===== src/rtl/ps2_kbd_pkg.sv =====
// ps2_kbd_pkg: shared PS/2 keyboard constants, event layout and scancode-to-ASCII translation.
package ps2_kbd_pkg;

   localparam logic [7:0] PS2_EXT    = 8'hE0;
   localparam logic [7:0] PS2_REL    = 8'hF0;
   localparam logic [7:0] PS2_LSHIFT = 8'h12;
   localparam logic [7:0] PS2_RSHIFT = 8'h59;

   typedef enum logic [1:0] {IDLE, GOT_E0, GOT_F0, GOT_E0F0} dec_state_t;

   typedef struct packed {
      logic       shift;
      logic       ext;
      logic       rel;
      logic [7:0] ascii;
      logic [7:0] code;
   } ps2_event_t;

   function automatic logic [7:0] ps2_to_ascii(input logic [7:0] code, input logic shift, input logic ext);
      logic [7:0] l;
      logic [7:0] a;
      l = 8'h00;
      a = 8'h00;
      case (code)
         8'h1C: l = 8'h61;  8'h32: l = 8'h62;  8'h21: l = 8'h63;  8'h23: l = 8'h64;
         8'h24: l = 8'h65;  8'h2B: l = 8'h66;  8'h34: l = 8'h67;  8'h33: l = 8'h68;
         8'h43: l = 8'h69;  8'h3B: l = 8'h6A;  8'h42: l = 8'h6B;  8'h4B: l = 8'h6C;
         8'h3A: l = 8'h6D;  8'h31: l = 8'h6E;  8'h44: l = 8'h6F;  8'h4D: l = 8'h70;
         8'h15: l = 8'h71;  8'h2D: l = 8'h72;  8'h1B: l = 8'h73;  8'h2C: l = 8'h74;
         8'h3C: l = 8'h75;  8'h2A: l = 8'h76;  8'h1D: l = 8'h77;  8'h22: l = 8'h78;
         8'h35: l = 8'h79;  8'h1A: l = 8'h7A;
         default: l = 8'h00;
      endcase
      // main-row digits take their US-layout symbol under shift; numpad digits never do
      case (code)
         8'h45: a = shift ? 8'h29 : 8'h30;  8'h16: a = shift ? 8'h21 : 8'h31;
         8'h1E: a = shift ? 8'h40 : 8'h32;  8'h26: a = shift ? 8'h23 : 8'h33;
         8'h25: a = shift ? 8'h24 : 8'h34;  8'h2E: a = shift ? 8'h25 : 8'h35;
         8'h36: a = shift ? 8'h5E : 8'h36;  8'h3D: a = shift ? 8'h26 : 8'h37;
         8'h3E: a = shift ? 8'h2A : 8'h38;  8'h46: a = shift ? 8'h28 : 8'h39;
         8'h70: a = 8'h30;  8'h69: a = 8'h31;  8'h72: a = 8'h32;  8'h7A: a = 8'h33;
         8'h6B: a = 8'h34;  8'h73: a = 8'h35;  8'h74: a = 8'h36;  8'h6C: a = 8'h37;
         8'h75: a = 8'h38;  8'h7D: a = 8'h39;
         8'h66: a = 8'h08;  8'h5A: a = 8'h0D;  8'h29: a = 8'h20;
         default: a = 8'h00;
      endcase
      return ext ? ((code == 8'h5A) ? 8'h0D : 8'h00) : (l != 8'h00) ? (shift ? l - 8'h20 : l) : a;
   endfunction

endpackage


===== src/rtl/ps2_kbd_fifo_rx_frame.sv =====
// ps2_rx_frame: synchronises the PS/2 pins, assembles 11-bit frames and strobes valid/error per frame.
module ps2_rx_frame #(
   parameter int TO_CYC = 6000
) (
   input  logic       clk,
   input  logic       rst,
   input  logic       ps2_clk,
   input  logic       ps2_data,
   output logic       frame_valid,
   output logic       frame_err,
   output logic [7:0] data
);

   localparam int TW = $clog2(TO_CYC + 1);
   localparam logic [TW-1:0] TO_MAX = TW'(TO_CYC);

   logic [1:0]    clk_sync;
   logic [1:0]    dat_sync;
   logic          clk_prev;
   logic [10:0]   sr;
   logic [3:0]    bit_cnt;
   logic [TW-1:0] timer;
   logic          fall;
   logic          tgl;
   logic          timeout;
   logic          ok;

   assign fall    = clk_prev & ~clk_sync[1];
   assign tgl     = clk_prev ^ clk_sync[1];
   assign timeout = (timer == TO_MAX) && (bit_cnt != 4'd0) && clk_sync[1];
   assign ok      = ~sr[0] & sr[10] & ^sr[9:1];

   // bits enter at the top so the start bit ends up in sr[0] after eleven shifts
   always_ff @(posedge clk or posedge rst)
      if (rst) begin
         clk_sync    <= '1;
         dat_sync    <= '1;
         clk_prev    <= 1'b1;
         sr          <= '0;
         bit_cnt     <= '0;
         timer       <= '0;
         frame_valid <= 1'b0;
         frame_err   <= 1'b0;
         data        <= '0;
      end else begin
         clk_sync    <= {clk_sync[0], ps2_clk};
         dat_sync    <= {dat_sync[0], ps2_data};
         clk_prev    <= clk_sync[1];
         timer       <= tgl ? '0 : (timer == TO_MAX) ? timer : timer + 1'b1;
         frame_valid <= (bit_cnt == 4'd11) && ok;
         frame_err   <= (bit_cnt == 4'd11) && !ok;
         if (bit_cnt == 4'd11) begin
            bit_cnt <= '0;
            data    <= sr[8:1];
         end else if (fall) begin
            sr      <= {dat_sync[1], sr[10:1]};
            bit_cnt <= bit_cnt + 4'd1;
         end else if (timeout)
            bit_cnt <= '0;
      end

endmodule


===== src/rtl/ps2_kbd_fifo.sv =====
// ps2_kbd_fifo: decodes PS/2 prefix/shift sequences into key events and buffers them in an FWFT FIFO.
module ps2_kbd_fifo
   import ps2_kbd_pkg::*;
#(
   parameter int CLK_HZ     = 50000000,
   parameter int TIMEOUT_US = 120,
   parameter int FIFO_DEPTH = 8
) (
   input  logic       clk,
   input  logic       rst,
   input  logic       ps2_clk,
   input  logic       ps2_data,
   input  logic       rd_en,
   input  logic       ovf_clr,
   output logic [7:0] ev_code,
   output logic [7:0] ev_ascii,
   output logic       ev_released,
   output logic       ev_extended,
   output logic       ev_shift,
   output logic       empty,
   output logic       full,
   output logic       overflow,
   output logic [7:0] err_cnt
);

   localparam int TO_CYC = CLK_HZ / 1000000 * TIMEOUT_US;
   localparam int AW = $clog2(FIFO_DEPTH);
   localparam logic [AW:0] DEPTH = (AW + 1)'(FIFO_DEPTH);

   logic          frame_valid;
   logic          frame_err;
   logic [7:0]    data;
   dec_state_t    state;
   dec_state_t    state_nxt;
   logic          shift;
   logic          shift_nxt;
   logic          is_ext;
   logic          is_rel;
   logic          push;
   logic          pop;
   logic          wr;
   ps2_event_t    ev_in;
   ps2_event_t    head;
   ps2_event_t    mem [FIFO_DEPTH];
   logic [AW-1:0] wptr;
   logic [AW-1:0] rptr;
   logic [AW:0]   count;

   ps2_rx_frame #(.TO_CYC(TO_CYC)) u_rx (
      .clk         (clk),
      .rst         (rst),
      .ps2_clk     (ps2_clk),
      .ps2_data    (ps2_data),
      .frame_valid (frame_valid),
      .frame_err   (frame_err),
      .data        (data)
   );

   // the event records shift as updated by this very byte, so a shift make reports shift=1
   always_comb begin
      state_nxt = state;
      shift_nxt = shift;
      push      = 1'b0;
      is_ext    = (state == GOT_E0) || (state == GOT_E0F0);
      is_rel    = (state == GOT_F0) || (state == GOT_E0F0);
      if (frame_err)
         state_nxt = IDLE;
      else if (frame_valid) begin
         if (data == PS2_EXT)
            state_nxt = GOT_E0;
         else if (data == PS2_REL)
            state_nxt = is_ext ? GOT_E0F0 : GOT_F0;
         else begin
            state_nxt = IDLE;
            push      = 1'b1;
            if (!is_ext && (data == PS2_LSHIFT || data == PS2_RSHIFT))
               shift_nxt = !is_rel;
         end
      end
      ev_in = '{shift: shift_nxt, ext: is_ext, rel: is_rel,
                ascii: ps2_to_ascii(data, shift_nxt, is_ext), code: data};
   end

   assign empty = (count == '0);
   assign full  = (count == DEPTH);
   assign pop   = rd_en & ~empty;
   assign wr    = push & (~full | pop);
   assign head  = empty ? '0 : mem[rptr];

   assign ev_code     = head.code;
   assign ev_ascii    = head.ascii;
   assign ev_released = head.rel;
   assign ev_extended = head.ext;
   assign ev_shift    = head.shift;

   always_ff @(posedge clk or posedge rst)
      if (rst) begin
         state    <= IDLE;
         shift    <= 1'b0;
         err_cnt  <= '0;
         wptr     <= '0;
         rptr     <= '0;
         count    <= '0;
         overflow <= 1'b0;
      end else begin
         state    <= state_nxt;
         shift    <= shift_nxt;
         err_cnt  <= (frame_err && err_cnt != 8'hFF) ? err_cnt + 8'd1 : err_cnt;
         wptr     <= wr ? wptr + 1'b1 : wptr;
         rptr     <= pop ? rptr + 1'b1 : rptr;
         count    <= count + (AW + 1)'(wr) - (AW + 1)'(pop);
         overflow <= (push & full & ~pop) | (overflow & ~ovf_clr);
      end

   always_ff @(posedge clk)
      if (wr) mem[wptr] <= ev_in;

endmodule


===== config.mk =====
export PLATFORM = sky130hd
export DESIGN_NAME = ps2_kbd_fifo
export DESIGN_NICKNAME = d
export VERILOG_FILES = /design/src/rtl/ps2_kbd_pkg.sv /design/src/rtl/ps2_kbd_fifo_rx_frame.sv /design/src/rtl/ps2_kbd_fifo.sv
export SDC_FILE = /design/constraint.sdc
export NUM_CORES = 1
export LEC_CHECK = 0
export ABC_AREA = 1
export CAP_MARGIN = 30
export CORE_MARGIN = 8
export CORE_UTILIZATION = 31
export CTS_CLUSTER_SIZE = 30
export DETAILED_ROUTE_END_ITERATION = 12
export PLACE_DENSITY_LB_ADDON = 0.25
export RECOVER_POWER = 25
export SETUP_SLACK_MARGIN = 0.4
export SLEW_MARGIN = 20
export SYNTH_ARGS = -nofsm -noshare
export SYNTH_HDL_FRONTEND = slang
export SYNTH_HIERARCHICAL = 1
export SYNTH_SLANG_ARGS = --single-unit

===== constraint.sdc =====
create_clock -name clk -period 4.2 [get_ports clk]
set_input_delay 0.42 -clock clk [delete_from_list [all_inputs] [get_ports clk]]
set_output_delay 0.42 -clock clk [all_outputs]
set_load 0.03 [all_outputs]

; ---- After elaboration in Yosys (flattened, before gate mapping)
; Memories as Yosys holds them, arrays and structs flattened.
; Index checks and enable logic that the tools add are counted.
[totals]
ramBits = 152
word_cells = 136
register_bits = 65
input_bits = 6
rom_bits = 896
mem_count = 2
[mem_list]
columns = name, depth, word_bits, read_ports, rd_ports_with_merged_regs, write_ports, line_no
row1 = (name not given), 128, 7, 1, 0, 0, ps2_kbd_pkg.sv:24  ; case (code)
row2 = mem, 8, 19, 1, 0, 1, ps2_kbd_fifo.sv:44  ; ps2_event_t mem [FIFO_DEPTH];
[classes]
add_sub_neg = 8
bitwise = 18
eq_ne = 35
n_mux = 38
n_reduce_logical = 19
[op_table]
columns = cell, count
row1 = $pmux W7 S23, 1
row2 = $eq A8 B7 Y1 const B, 15
row3 = $eq A8 B6 Y1 const B, 7
row4 = $mux W5, 8
row5 = $mux W8, 4
row6 = $mux W13, 2
row7 = $eq A8 B5 Y1 const B, 3
row8 = $mux W19, 1
row9 = $eq A8 B8 Y1 const B, 2
row10 = $mux W4, 4
row11 = $mux W7, 2
row12 = $add A13 B1 Y13 const B, 1
row13 = $eq A13 B13 Y1 const B, 1
row14 = $mux W1, 12
row15 = $reduce_xor A9 Y1, 1
row16 = $add A8 B1 Y8 const B, 1
row17 = $and A1 B1 Y1, 8
row18 = $eq A4 B4 Y1 const B, 2
row19 = $mux W2, 4
row20 = $ne A8 B8 Y1 const B, 1
row21 = $reduce_bool A8 Y1, 1
row22 = $sub A8 B6 Y8 const B, 1
row23 = $not A1 Y1, 7
row24 = $add A3 B1 Y3 const B, 2
row25 = 16 further kinds, 27

; ---- Depth between registers and ports, before layout
[logic_depth]
depth_word = 13
ltp_mapped = 17
mapped_depth_nobuf = 17

; ---- By module
; The synthesis kept the hierarchy.
[by_module_without_submodules]
columns = module, instances, area_per_inst_um2, cells_per_inst, seq_area_each_um2
row1 = ps2_kbd_fifo, 1, 8161.6, 820, 5114.9
row2 = ps2_rx_frame, 1, 2057.0, 238, 1082.3

; ---- Worst setup path after synthesis
; No wires, ideal clock.
[synth_timing]
path_kind = reg2reg
start = register u_rx.data[1]
end = memory mem[0][0] in the netlist's numbering (enable)
setup_time_ns = 0.395
arrival_time_ns = 2.553
stages_incl_launch_ff = 9
path_slack_ns = 1.253
synth_period_minus_slack_ns = 2.947
required_time_ns = 3.805
cell_sequence = dfrtp_1 > inv_1 > ha_1 > nand4_1 > nand3_1 > a21oi_2 > inv_1 > or2_1 > nor2_1
[synth_via]
elab_chain_cells = 8
word_cells_on_any_way = 9
[synth_lines]
columns = item, line_no
row1 = from (decl), ps2_kbd_fifo_rx_frame.sv:11  ; output logic [7:0] data
row2 = from (signal assigned), ps2_kbd_fifo_rx_frame.sv:54  ; data <= sr[8:1];
row3 = $eq A8 B8 Y1, ps2_kbd_fifo.sv:71  ; else if (data == PS2_REL)
row4 = $mux W1, ps2_kbd_fifo.sv:71
row5 = $mux W1 *, ps2_kbd_fifo.sv:69  ; if (data == PS2_EXT)
row6 = $mux W1 *, ps2_kbd_fifo.sv:68  ; else if (frame_valid) begin
row7 = $mux W1 *, ps2_kbd_fifo.sv:66  ; if (frame_err)
row8 = $and A1 B1 Y1 *, ps2_kbd_fifo.sv:87  ; assign wr = push & (~full | pop);
row9 = via wr, ps2_kbd_fifo.sv:41  ; logic wr;
row10 = $mux W1 *, ps2_kbd_fifo.sv:116  ; if (wr) mem[wptr] <= ev_in;
row11 = $mux W1 (implied by the code) *, ps2_kbd_fifo.sv:116
row12 = to (decl), ps2_kbd_fifo.sv:44
; The timed path passes the listed nets; every way through them passes the cells marked *.

; ---- Worst setup path in the final report
[layout_timing]
start = register rptr[0]
end = output ev_code[1]
[layout_via]
elab_chain_cells = 2
[layout_lines]
columns = item, line_no
row1 = from (decl), ps2_kbd_fifo.sv:46  ; logic [AW-1:0] rptr;
row2 = from (signal assigned), ps2_kbd_fifo.sv:110  ; rptr <= pop ? rptr + 1'b1 : rptr;
row3 = $mem_v2 Z8 W19, n/a
row4 = $mux W19, ps2_kbd_fifo.sv:88  ; assign head = empty ? '0 : mem[rptr];
row5 = to (decl), ps2_kbd_fifo.sv:15  ; output logic [7:0] ev_code,
; Every way passes these cells.

==> flow_summary.yaml <==
global_route:
  grt_antenna_before_repair: 0
  grt_max_degree: 45
  number_of_global_route_vias_before_repair: 7417
  grtUsageTotal_pct: 12.97
  global_route.overflow_total: 0
  first_pass_grt_wire_length_um: 40850
drt:
  residual_drc_count: 0
  wl_um: 24880
  drt-vias-per-instance: 4.756
  routed_wire_length_per_instance_um: 15.96
  route.vias.total: 7415
  ant_nets: 0
  detailedRoute.firstPassIterationCount: 5
  initial_drt_markers: 506
floorplan:
  placement_rows: 66
  initial_core_utilization_pct: 31.41
  core-area_mm2: 0.03254
  chipWidth_um: 197.6
  ios: 36
  die_h_um: 197.6
  dieArea_mm2: 0.03903
critical_path:
  worst_path_dominant_cell_family: "buffers and inverters"
  worst_setup_path_end_kind: "primary output"
  worstRegToRegCells: 9
  crit_type: "reg -> out"
  path_depth: 7
  r2r-start: "u_rx/data[1]$_DFFE_PP0N_"
  critPathLaunchType: "flip-flop"
  worst_r2r_endpoint: "mem[6][5]$_DFFE_PP_"
  cp_cell_sequence: "inv_2, buf_4, nor2_1, o22ai_1, o21ai_0, a31oi_1, clkdlybuf4s50_1"
  worstPathRequired_ns: 3.78
  worst-r2r-setup-slack_ns: 0.86
  critical_path_arrival_ns: 2.95
  critical_path_peak_fanout: 30
  slowest_stage: "clkdlybuf4s50_1"
  worst_setup_path_endpoint: "ev_code[1]"
  worstSetupStartpoint: "rptr[0]$_DFFE_PP0P_"
  cp.buffers_inverters: 3
  critical_path.max_stage_delay_ns: 0.72
yosys:
  async_flop_share_pct: 29.95
  ys_seq_elements: 217
  post-synth-top-count-cell: "nor2_1"
  ys_types: 38
  synth.net_count: 1088
  netlist.top_cell.by_area: "edfxtp_1"
  yosysTopAreaCellShare_pct: 44.67
  synthTopCellsByArea: "edfxtp_1, dfrtp_1, nor2_1, nand2_1, o21ai_0"
  post_synth_most_frequent_cells: "nor2_1, nand2_1, edfxtp_1"
  syn-cell-area_mm2: 0.01022
  synth_seq_area_share_pct: 60.65
  synthFlopType: "edfxtp_1"
  yosys_warnings: 6
  netlist_instances: 1058
  post_synth.cell_area_avg_um2: 9.658
  synth_enable_flop_cells: 152
power:
  power_density_mw_per_mm2: 562.3
  p_leak_nw: 4.682
  irDropWorstVdd_mv: 0.4184
  final_total_power_w: 0.006732
clock_network:
  tritoncts_num_sinks: 217
  clock-root-buffer: "clkbuf_16"
  cts_tree: "yes"
  cts-htree-levels: 1
  cts-root-to-sink-buffers: 3
  ctsResizeCount: 0
  tritoncts.num_buffers: 24
  worst_skew_pair.late_latency_ns: 0.52
  hold_buffers: 0
  clkSlewWorstSetupHoldPaths_ns: 0.06
  cts.repair_timing.setup_buffer_count: 0
status:
  outcome: "complete, but fails checks"
  failed_checks: "capacitance limit, slew limit"
placement:
  place_hpwl_um: 16340
  routabilityCongestion: 0.8773
  io_buffer_count: 35
timing:
  totalNegativeSetupSlack_ns: 0
  shortest_period_the_worst_path_allows_ns: 3.374
  timing.final.max_slew_violations: 35
  slew-limit-headroom_pct: -24.02
  worst_clock_skew_ns: 0.01055
  grt_setup_unrepaired: "no"
  finalHoldViolCount: 0
  worstMarginPinSlew_ns: 1.860
  holdWs_ns: 0.3497
  report.final.setup_viol: 0
  timing.final.crit_share_pct: 80.33
  fmaxAchievable_mhz: 296.4
cells_and_area:
  layout.filler_cells: 3310
  finalCoreUtilization_pct: 36.79
  layout_cell_share_with_drive_strength_beyond_1_pct: 8.774
  antenna_cells: 0
  area_delta_synth_final_pct: 17.15
  finalNetCount: 1129
run:
  maxCapViolCount: 1
hold_path:
  worstHoldPathType: "in -> async"
[worst reg2reg max path: stages (launching register included)]
cell and delay, ns:
dfrtp_1 0.62, inv_1 0.21, ha_1 0.28, nand4_1 0.13, nand3_1 0.26, a21oi_2 0.32
inv_1 0.09, or2_1 0.31, nor2_2 0.56, buf_4 0.29
[final cells by class]
cell class                 instances  area, µm²  share of cell area [%]
timing repair buffer              56      550.5                   4.599
multi-input combinational        702       3500                   29.23
clock inverter                    15      168.9                   1.411
sequential                       217       6198                   51.78
inverter                          98      381.6                   3.188
tap                              442      553.0                   4.620
clock buffer                      29      619.3                   5.173
[how the worst min path moves through the flow]
stage                                from                    endpoint  slack (ns)  cells past startpoint
6_report                              rst      err_cnt[2]$_DFFE_PP0P_        0.35                      2
3_3_place_gp   u_rx/clk_sync[0]$_DFF_PP1_  u_rx/clk_sync[1]$_DFF_PP1_        0.35                      0
2_1_floorplan  u_rx/clk_sync[0]$_DFF_PP1_  u_rx/clk_sync[1]$_DFF_PP1_        0.35                      0
3_5_place_dp   u_rx/dat_sync[0]$_DFF_PP1_  u_rx/dat_sync[1]$_DFF_PP1_        0.35                      0
4_1_cts                               rst      err_cnt[0]$_DFFE_PP0P_        0.24                      2
5_1_grt        u_rx/dat_sync[0]$_DFF_PP1_  u_rx/dat_sync[1]$_DFF_PP1_        0.36                      0
[registers in the layout, indices dropped and copies added, names as in the netlist, 2 cells and up]
name,count
count,4
err_cnt,8
mem,152
rptr,3
state,2
u_rx/bit_cnt,4
u_rx/clk_sync,2
u_rx/dat_sync,2
u_rx/data,8
u_rx/sr,11
u_rx/timer,13
wptr,3
[power by group]
part	total, W	switching (W)	internal, W
logic	0.00225	0.00145	0.000793
clock network	0.00210	0.000855	0.00124
registers	0.00239	0.0000481	0.00234
[cell usage in the layout (no fill, tap or decap), types with 6 or more instances in the layout]
cell / n
nand2_1: 176
o22ai_1: 22
nand4_1: 11
clkdlybuf4s50_1: 32
a31oi_1: 21
nand2_2: 7
nor2_2: 10
ha_1: 23
a21oi_1: 17
edfxtp_1: 152
o21ai_0: 132
buf_4: 15
o21ai_1: 8
nor2_1: 176
clkbuf_1: 7
nand3_1: 49
inv_1: 91
clkbuf_16: 24
dfrtp_1: 59
xnor2_1: 8
xor2_1: 8
clkinv_2: 6
nor3_1: 11
[cells by family (layout without fill, tap and decap cells)]
kind of cell,count (synthesis),count (layout),share of synthesized area [%]
AO/OA/AOI/OAI,203,203,10.57
XOR/XNOR,16,16,1.371
adder cells (fa/ha/maj),24,24,3.012
buffers and inverters,139,198,5.302
flip-flops,217,217,60.65
multiplexers,1,1,0.1102
AND/OR/NAND/NOR,458,458,18.99
[stage by stage]
stage | std cells | area, µm² | setup WS, ns
3_5_place_dp | 1514 | 11190 | 0.8123
3_3_place_gp | 1513 | 11180 | 0.9148
2_1_floorplan | 1058 | 10220 | 1.253
4_1_cts | 1558 | 11980 | 0.7641
6_report | 1559 | 11970 | 0.8262
5_1_grt | 1559 | 11970 | 0.4643
[layer usage]
| layer | global-route usage, % | share of wire [%] | vias up |
|---|---|---|---|
| met1 | 17.32 | 46 | 3554 |
| met4 | 3.816 | 2.7 | 0 |
| met5 | 0 | 0 | - |
| li1 | - | - | 3672 |
| met2 | 21.43 | 46 | 149 |
| met3 | 2.147 | 4.5 | 40 |
No activity file was read; power rests on OpenSTA's default activity.
